### src/rtl/ps2_key_event_queue_pkg.sv
`default_nettype none
// ============================================================================
//  Module   : ps2_key_event_queue_pkg
//  Brief    : Shared types and constants for the PS/2 key event queue:
//             decoder state encoding, event layout, prefix/drop bytes and
//             game direction codes.
//  Revision : 1.0 - initial release
// ============================================================================
package ps2_key_event_queue_pkg;

   // Decoder states; 3 bits cover the five prefix-folding states
   typedef enum logic [2:0] {
      ST_IDLE   = 3'd0,
      ST_EXT    = 3'd1,
      ST_BRK    = 3'd2,
      ST_EXTBRK = 3'd3,
      ST_SKIP   = 3'd4
   } dec_state_t;

   // Event layout {ext, brk, code[7:0]}
   localparam int EV_W   = 10;
   localparam int EV_EXT = 9;
   localparam int EV_BRK = 8;

   // Prefix bytes
   localparam logic [7:0] c_pfx_e0 = 8'hE0;
   localparam logic [7:0] c_pfx_f0 = 8'hF0;
   localparam logic [7:0] c_pfx_e1 = 8'hE1;

   // Pause (E1 ...) is followed by seven more bytes that are swallowed
   localparam logic [2:0] c_skip_len = 3'd7;

   // Direction codes
   localparam logic [4:0] c_dir_none  = 5'b00000;
   localparam logic [4:0] c_dir_a     = 5'b00010;
   localparam logic [4:0] c_dir_b     = 5'b00100;
   localparam logic [4:0] c_dir_c     = 5'b01000;
   localparam logic [4:0] c_dir_d     = 5'b10000;
   localparam logic [4:0] c_dir_combo = 5'b00111;

   // Keyboard status/ack bytes that never form key events
   function automatic logic is_drop_byte(input logic [7:0] b);
      return (b == 8'hAA) || (b == 8'hFA) || (b == 8'hFE) ||
             (b == 8'hEE) || (b == 8'h00) || (b == 8'hFF);
   endfunction

   // Map a released key code to its direction; unmapped codes keep prev
   function automatic logic [4:0] dir_next(input logic [7:0] code,
                                           input logic [4:0] prev);
      logic [4:0] r;
      r = prev;
      case (code)
         8'h75, 8'h1D: r = c_dir_a;
         8'h6B, 8'h1C: r = c_dir_b;
         8'h72, 8'h1B: r = c_dir_c;
         8'h74, 8'h23: r = c_dir_d;
         8'h29:        r = c_dir_combo;
         default:      r = prev;
      endcase
      return r;
   endfunction

endpackage
`default_nettype wire

### src/rtl/ps2_key_event_queue_if.sv
`default_nettype none
// ============================================================================
//  Module   : ps2_key_event_queue_if
//  Brief    : Byte input / event output bundle of the PS/2 key event queue.
//             master = byte source and processor read side, slave = queue.
//  Revision : 1.0 - initial release
// ============================================================================
interface ps2_key_event_queue_if
   import ps2_key_event_queue_pkg::*;
#(
   parameter int AW = 3
);
   logic [7:0]      byte_in;
   logic            byte_vld;
   logic            rd_en;
   logic            clr_ovf;
   logic            ev_valid;
   logic [EV_W-1:0] ev_data;
   logic [AW:0]     ev_count;
   logic            overflow;
   logic [4:0]      direcao;

   modport master (
      output byte_in, byte_vld, rd_en, clr_ovf,
      input  ev_valid, ev_data, ev_count, overflow, direcao
   );

   modport slave (
      input  byte_in, byte_vld, rd_en, clr_ovf,
      output ev_valid, ev_data, ev_count, overflow, direcao
   );
endinterface
`default_nettype wire

### src/rtl/ps2_key_event_queue_sync_fifo.sv
`default_nettype none
// ============================================================================
//  Module   : sync_fifo
//  Brief    : Single-clock FIFO with combinational head read. A pop on empty
//             is ignored; a push on full is accepted only with a pop.
//  Revision : 1.0 - initial release
// ============================================================================
module sync_fifo #(
   parameter int WIDTH = 10,
   parameter int DEPTH = 8,
   parameter int AW    = 3
) (
   input  wire logic             clk,
   input  wire logic             rst_n,
   input  wire logic             wr_en,
   input  wire logic [WIDTH-1:0] wr_data,
   input  wire logic             rd_en,
   output logic      [WIDTH-1:0] rd_data,
   output logic                  full,
   output logic                  empty,
   output logic      [AW:0]      count
);
   logic [WIDTH-1:0] r_mem [DEPTH];
   logic [AW-1:0]    r_wr_ptr;
   logic [AW-1:0]    r_rd_ptr;
   logic [AW:0]      r_count;
   logic             w_wr;
   logic             w_rd;

   assign full    = (r_count == (AW+1)'(DEPTH));
   assign empty   = (r_count == '0);
   assign count   = r_count;
   assign rd_data = r_mem[r_rd_ptr];

   // Effective push/pop after full/empty qualification
   assign w_rd = rd_en && !empty;
   assign w_wr = wr_en && (!full || rd_en);

   // Pointer and occupancy tracking; pointers wrap naturally at 2**AW
   always_ff @(posedge clk) begin
      if (!rst_n) begin
         r_wr_ptr <= '0;
         r_rd_ptr <= '0;
         r_count  <= '0;
      end else begin
         if (w_wr) r_wr_ptr <= r_wr_ptr + AW'(1);
         if (w_rd) r_rd_ptr <= r_rd_ptr + AW'(1);
         case ({w_wr, w_rd})
            2'b10:   r_count <= r_count + (AW+1)'(1);
            2'b01:   r_count <= r_count - (AW+1)'(1);
            default: r_count <= r_count;
         endcase
      end
   end

   // Storage array; contents need no reset
   always_ff @(posedge clk) begin
      if (w_wr) r_mem[r_wr_ptr] <= wr_data;
   end
endmodule
`default_nettype wire

### src/rtl/ps2_key_event_queue.sv
`default_nettype none
// ============================================================================
//  Module   : ps2_key_event_queue
//  Brief    : Folds PS/2 scan-code prefixes (E0/F0/E1) into key events,
//             queues them for the processor and tracks the game direction
//             code of the last released mapped key.
//  Revision : 1.0 - initial release
// ============================================================================
module ps2_key_event_queue
   import ps2_key_event_queue_pkg::*;
#(
   parameter int DEPTH = 8,
   parameter int AW    = 3
) (
   input wire logic               clk,
   input wire logic               rst_n,
   ps2_key_event_queue_if.slave   bus
);
   dec_state_t      r_state;
   logic [2:0]      r_skip_cnt;
   logic [4:0]      r_dir;
   logic            r_overflow;
   logic            w_emit;
   logic [EV_W-1:0] w_ev;
   logic            w_full;
   logic            w_empty;
   logic [AW:0]     w_count;
   logic [EV_W-1:0] w_head;

   // Decide whether the current byte completes an event and build it
   always_comb begin
      w_emit = 1'b0;
      w_ev   = '0;
      if (bus.byte_vld) begin
         case (r_state)
            ST_IDLE: begin
               if (bus.byte_in != c_pfx_e0 && bus.byte_in != c_pfx_f0 &&
                   bus.byte_in != c_pfx_e1 && !is_drop_byte(bus.byte_in)) begin
                  w_emit = 1'b1;
                  w_ev   = {1'b0, 1'b0, bus.byte_in};
               end
            end
            ST_EXT: begin
               if (bus.byte_in != c_pfx_f0 && bus.byte_in != c_pfx_e0) begin
                  w_emit = 1'b1;
                  w_ev   = {1'b1, 1'b0, bus.byte_in};
               end
            end
            ST_BRK: begin
               if (bus.byte_in != c_pfx_f0) begin
                  w_emit = 1'b1;
                  w_ev   = {1'b0, 1'b1, bus.byte_in};
               end
            end
            ST_EXTBRK: begin
               w_emit = 1'b1;
               w_ev   = {1'b1, 1'b1, bus.byte_in};
            end
            default: begin
               w_emit = 1'b0;
            end
         endcase
      end
   end

   // Prefix decoder FSM with Pause-sequence skip counter
   always_ff @(posedge clk) begin
      if (!rst_n) begin
         r_state    <= ST_IDLE;
         r_skip_cnt <= '0;
      end else if (bus.byte_vld) begin
         case (r_state)
            ST_IDLE: begin
               if (bus.byte_in == c_pfx_e0) begin
                  r_state <= ST_EXT;
               end else if (bus.byte_in == c_pfx_f0) begin
                  r_state <= ST_BRK;
               end else if (bus.byte_in == c_pfx_e1) begin
                  r_state    <= ST_SKIP;
                  r_skip_cnt <= c_skip_len;
               end
            end
            ST_EXT: begin
               if (bus.byte_in == c_pfx_f0)      r_state <= ST_EXTBRK;
               else if (bus.byte_in != c_pfx_e0) r_state <= ST_IDLE;
            end
            ST_BRK: begin
               if (bus.byte_in != c_pfx_f0) r_state <= ST_IDLE;
            end
            ST_EXTBRK: begin
               r_state <= ST_IDLE;
            end
            ST_SKIP: begin
               r_skip_cnt <= r_skip_cnt - 3'd1;
               // A zero count would be stale; leave instead of wrapping
               if (r_skip_cnt <= 3'd1) r_state <= ST_IDLE;
            end
            default: begin
               r_state <= ST_IDLE;
            end
         endcase
      end
   end

   // Direction code follows every break event, even one the FIFO drops
   always_ff @(posedge clk) begin
      if (!rst_n)                        r_dir <= c_dir_none;
      else if (w_emit && w_ev[EV_BRK])   r_dir <= dir_next(w_ev[7:0], r_dir);
   end

   // Sticky overflow; a drop in the same cycle as a clear keeps it set
   always_ff @(posedge clk) begin
      if (!rst_n)                               r_overflow <= 1'b0;
      else if (w_emit && w_full && !bus.rd_en)  r_overflow <= 1'b1;
      else if (bus.clr_ovf)                     r_overflow <= 1'b0;
   end

   sync_fifo #(
      .WIDTH (EV_W),
      .DEPTH (DEPTH),
      .AW    (AW)
   ) u_fifo (
      .clk     (clk),
      .rst_n   (rst_n),
      .wr_en   (w_emit),
      .wr_data (w_ev),
      .rd_en   (bus.rd_en),
      .rd_data (w_head),
      .full    (w_full),
      .empty   (w_empty),
      .count   (w_count)
   );

   assign bus.ev_valid = !w_empty;
   assign bus.ev_data  = w_head;
   assign bus.ev_count = w_count;
   assign bus.overflow = r_overflow;
   assign bus.direcao  = r_dir;
endmodule
`default_nettype wire
### src/flat_wrapper.sv
// flat-port wrapper written by rule: the top's interface ports become plain ports
module ps2_key_event_queue_flat import ps2_key_event_queue_pkg::*;
#(
   parameter int DEPTH = 8,
   parameter int AW    = 3
)
  (clk, rst_n, bus_byte_in, bus_byte_vld, bus_rd_en, bus_clr_ovf, bus_ev_valid, bus_ev_data, bus_ev_count, bus_overflow, bus_direcao);
  ps2_key_event_queue_if #(.AW(AW)) bus_i ();
  input wire logic clk;
  input wire logic rst_n;
  input wire logic [$bits(bus_i.byte_in)-1:0] bus_byte_in;
  input wire logic [$bits(bus_i.byte_vld)-1:0] bus_byte_vld;
  input wire logic [$bits(bus_i.rd_en)-1:0] bus_rd_en;
  input wire logic [$bits(bus_i.clr_ovf)-1:0] bus_clr_ovf;
  output wire logic [$bits(bus_i.ev_valid)-1:0] bus_ev_valid;
  output wire logic [$bits(bus_i.ev_data)-1:0] bus_ev_data;
  output wire logic [$bits(bus_i.ev_count)-1:0] bus_ev_count;
  output wire logic [$bits(bus_i.overflow)-1:0] bus_overflow;
  output wire logic [$bits(bus_i.direcao)-1:0] bus_direcao;
  assign bus_i.byte_in = bus_byte_in;
  assign bus_i.byte_vld = bus_byte_vld;
  assign bus_i.rd_en = bus_rd_en;
  assign bus_i.clr_ovf = bus_clr_ovf;
  assign bus_ev_valid = bus_i.ev_valid;
  assign bus_ev_data = bus_i.ev_data;
  assign bus_ev_count = bus_i.ev_count;
  assign bus_overflow = bus_i.overflow;
  assign bus_direcao = bus_i.direcao;
  ps2_key_event_queue #(.DEPTH(DEPTH), .AW(AW)) u_core (.clk(clk), .rst_n(rst_n), .bus(bus_i));
endmodule
### config.mk
export PLATFORM = sky130hd
export DESIGN_NAME = ps2_key_event_queue_flat
export DESIGN_NICKNAME = d
export VERILOG_FILES = /design/src/rtl/ps2_key_event_queue_pkg.sv /design/src/rtl/ps2_key_event_queue_if.sv /design/src/rtl/ps2_key_event_queue_sync_fifo.sv /design/src/rtl/ps2_key_event_queue.sv /design/src/flat_wrapper.sv
export SDC_FILE = /design/constraint.sdc
export NUM_CORES = 1
export LEC_CHECK = 0
export CAP_MARGIN = 20
export CELL_PAD_IN_SITES_DETAIL_PLACEMENT = 1
export CELL_PAD_IN_SITES_GLOBAL_PLACEMENT = 1
export CORE_UTILIZATION = 44
export CTS_CLUSTER_DIAMETER = 100
export DETAILED_ROUTE_END_ITERATION = 7
export PLACE_DENSITY = 0.74
export SKIP_CTS_REPAIR_TIMING = 1
export SLEW_MARGIN = 20
export SYNTH_ARGS = -nofsm -noshare
export SYNTH_HDL_FRONTEND = slang
export SYNTH_SLANG_ARGS = --single-unit
export TNS_END_PERCENT = 50
### constraint.sdc
create_clock -name clk -period 3.1 [get_ports clk]
set_input_delay 0.62 -clock clk [delete_from_list [all_inputs] [get_ports clk]]
set_output_delay 0.62 -clock clk [all_outputs]
set_load 0.1 [all_outputs]
==> impl_metrics.toml <==
[routing]
first_pass_iters = 4
via_per_inst = 5.54
wirelength_microns = 10800
vias = 3034
detail-route-antenna-nets = 0
wire_per_inst_microns = 19.7
initialDrtViolationCount = 114
drc = 0

[critical_path]
r2r_end = "u_core.u_fifo.count[3]$_SDFFE_PN0P_"
critPathLaunch = "bus_byte_in[2]"
r2r-start = "u_core.r_state[1]$_SDFFE_PN0P_"
crit_required_ns = 3.39
start_kind = "primary input"
reg2reg_depth = 12
crit_fanout = 7
ff2ff_setup_slack_ns = 0.26
worstSetupEndpointType = "register"
arrival_ns = 3.15
cp-endpoint = "u_core.u_fifo.count[3]$_SDFFE_PN0P_"
crit_type = "primary input to register"

[hold_path]
min_path_type = "register to register"

[placement]
dpl.hpwl_microns = 7890
portBuffers = 33
gp_congestion = 0.833
pre_cts_ws_ns = -0.584

[global_route]
track_usage = 0.208
grt_max_degree = 21
gr-total-overflow = 0
grt_pass1_wl_microns = 17300
antenna_found_initial = 0
grt_pass1_vias = 3281

[synthesis]
netlist_top_cells_count = "edfxtp_1, dfxtp_1, mux4_2, nor2_1"
synth_edf_count = 80
ys_seq_area_frac = 0.610
ys.flop_type = "edfxtp_1"
syn-num-nets = 346
yosysUniqueCellTypes = 68
yosys.area.top_type_share = 0.505
postSynth.asyncResetShare = 0
avgSynthCellArea_sq_um = 14.6
synth_area_sq_mm = 0.00476
synth_most_common_cell = "edfxtp_1"
synth_area_leader_cell = "edfxtp_1"
ys_warn_count = 0
synth_seq_cells = 105
synthTopCellsByArea = "edfxtp_1, dfxtp_1, mux4_2, mux2_2, ha_1"
netlist_instances = 325

[sta]
fin_ws_ns = 0.243
maxSlewHeadroom = 0.425
tightest_slew_ns = 0.856
layout_min_cycle_time_ns = 2.86
period_share = 0.922
hold_violations = 0
fin_skew_ns = 0.00994
setup_violations = 0
rsz0062_at_grt = "false"
final-max-slew-violation-count = 0
max_freq_mhz = 350

[finish]
nets = 428
antenna_cells = 0
area_delta_synth_final_pct = 25.2
drive_gt1_frac = 0.357

[clocking]
clk_pin_slew_ns = 0.10
htreeDepth = 3
cts_sinks = 105
clockBufferDepth = 2
root_buffer = "clkbuf_8"
cts_buffers = 9
cts_tree = "built"
clkLatencyLatePin_ns = 0.37

[outcome]
status = "completed"

[die]
core_sq_mm = 0.0104
num_io_pins = 34
fp.dieH_microns = 106
die_area_sq_mm = 0.0112
die_w_microns = 106
row_count = 37
initial_utilization = 0.457

[power_and_ir_drop]
vdd_drop_max_v = 0.000348
power.total_w = 0.00410
p_leak_nw = 2.18
powerDensity_mw_per_mm2 = 689

[job]
max-cap-violations = 0
-- registers in the layout, summed over array words and instances, names as in the netlist, named ones only --
signal                  count
u_core.bus.direcao          5
u_core.bus.overflow         1
u_core.r_skip_cnt           3
u_core.r_state              3
u_core.u_fifo.count         4
u_core.u_fifo.r_mem        80
u_core.u_fifo.r_rd_ptr      3
u_core.u_fifo.r_wr_ptr      3
-- how the worst min path moves through the flow --
| stage | from | end | slack (ns) | depth (start not counted) |
|---|---|---|---|---|
| final | u_core.bus.direcao[3]$_SDFFE_PN0P_ | u_core.bus.direcao[3]$_SDFFE_PN0P_ | 0.47 | 2 |
| after global routing | u_core.bus.direcao[4]$_SDFFE_PN0P_ | u_core.bus.direcao[4]$_SDFFE_PN0P_ | 0.50 | 2 |
| after CTS | u_core.bus.direcao[4]$_SDFFE_PN0P_ | u_core.bus.direcao[4]$_SDFFE_PN0P_ | 0.48 | 2 |
| after detailed placement | u_core.bus.direcao[3]$_SDFFE_PN0P_ | u_core.bus.direcao[3]$_SDFFE_PN0P_ | 0.46 | 2 |
| after global placement | u_core.bus.direcao[4]$_SDFFE_PN0P_ | u_core.bus.direcao[4]$_SDFFE_PN0P_ | 0.45 | 2 |
| after floorplan | u_core.u_fifo.r_rd_ptr[1]$_SDFFE_PN0P_ | register | 0.45 | 2 |
-- final cells by class --
cell class	count	area (sq um)
multi-input combinational	192	1760
inverter	11	41.3
fill	1032	4460
timing repair buffer	88	886
clock inverter	7	62.6
tap	136	170
sequential	105	2910
clock buffer	9	124
-- critical path: stages --
cell and delay (ns):
dlymetal6s2s_1 0.20, buf_4 0.17, nor4_2 0.04, buf_4 0.15
a2111oi_4 0.34, nor2_2 0.11, a21oi_4 0.16, inv_1 0.06
ha_2 0.18, ha_1 0.27, a21o_1 0.19, a21oi_2 0.14
xnor2_1 0.09, or3_1 0.30, a21oi_1 0.13
-- power by group --
part / internal, W / switching (W) / leakage, nW
registers: 0.00160 / 0.0000543 / 0.940
logic: 0.000618 / 0.00102 / 1.14
clock network: 0.000311 / 0.000499 / 0.0980
total: 0.00253 / 0.00157 / 2.18
-- layout by cell type, fill, tap and decap left out, types with 8 or more instances in the layout --
master	netlist	final
dfxtp_1	25	21
buf_4	3	62
edfxtp_1	80	80
nand2_1	12	12
nor3_1	8	8
nor2_1	18	17
buf_12	0	14
nand3_1	10	10
clkbuf_8	0	9
mux2i_1	8	8
mux4_2	20	20
inv_1	10	10
and2_1	9	9
mux2_2	10	10
a21oi_1	12	11
dlymetal6s2s_1	0	8
-- per-stage QoR --
step / area, sq um / hold slack, ns / TNS, ns / util / std cells
5_1_grt: 5950 / 0.503 / 0 / 0.572 / 548
2_1_floorplan: 4800 / 0.454 / 0 / - / 325
6_report: 5950 / 0.471 / 0 / 0.572 / 548
4_1_cts: 5910 / 0.476 / -0.184 / 0.567 / 548
3_5_place_dp: 5720 / 0.458 / -3.56 / 0.549 / 532
3_3_place_gp: 5720 / 0.448 / -0.745 / 0.549 / 532
-- kinds of logic after synthesis --
| kind of cell | Yosys count | synth area share |
|---|---|---|
| flip-flops | 105 | 0.610 |
| buffers and inverters | 28 | 0.0292 |
| adder cells (fa/ha/maj) | 8 | 0.0226 |
| AND/OR/NAND/NOR | 104 | 0.138 |
| multiplexers | 38 | 0.135 |
| XOR/XNOR | 6 | 0.0110 |
| AO/OA/AOI/OAI | 36 | 0.0537 |
-- routing by layer --
metal,track usage,vias up,part of all wire
li1,-,1426,-
met1,0.247,1548,0.42
met2,0.376,47,0.54
met3,0.0325,13,0.022
met4,0.0813,0,0.016
met5,0,-,0
Power figures use the tool's default switching activity.
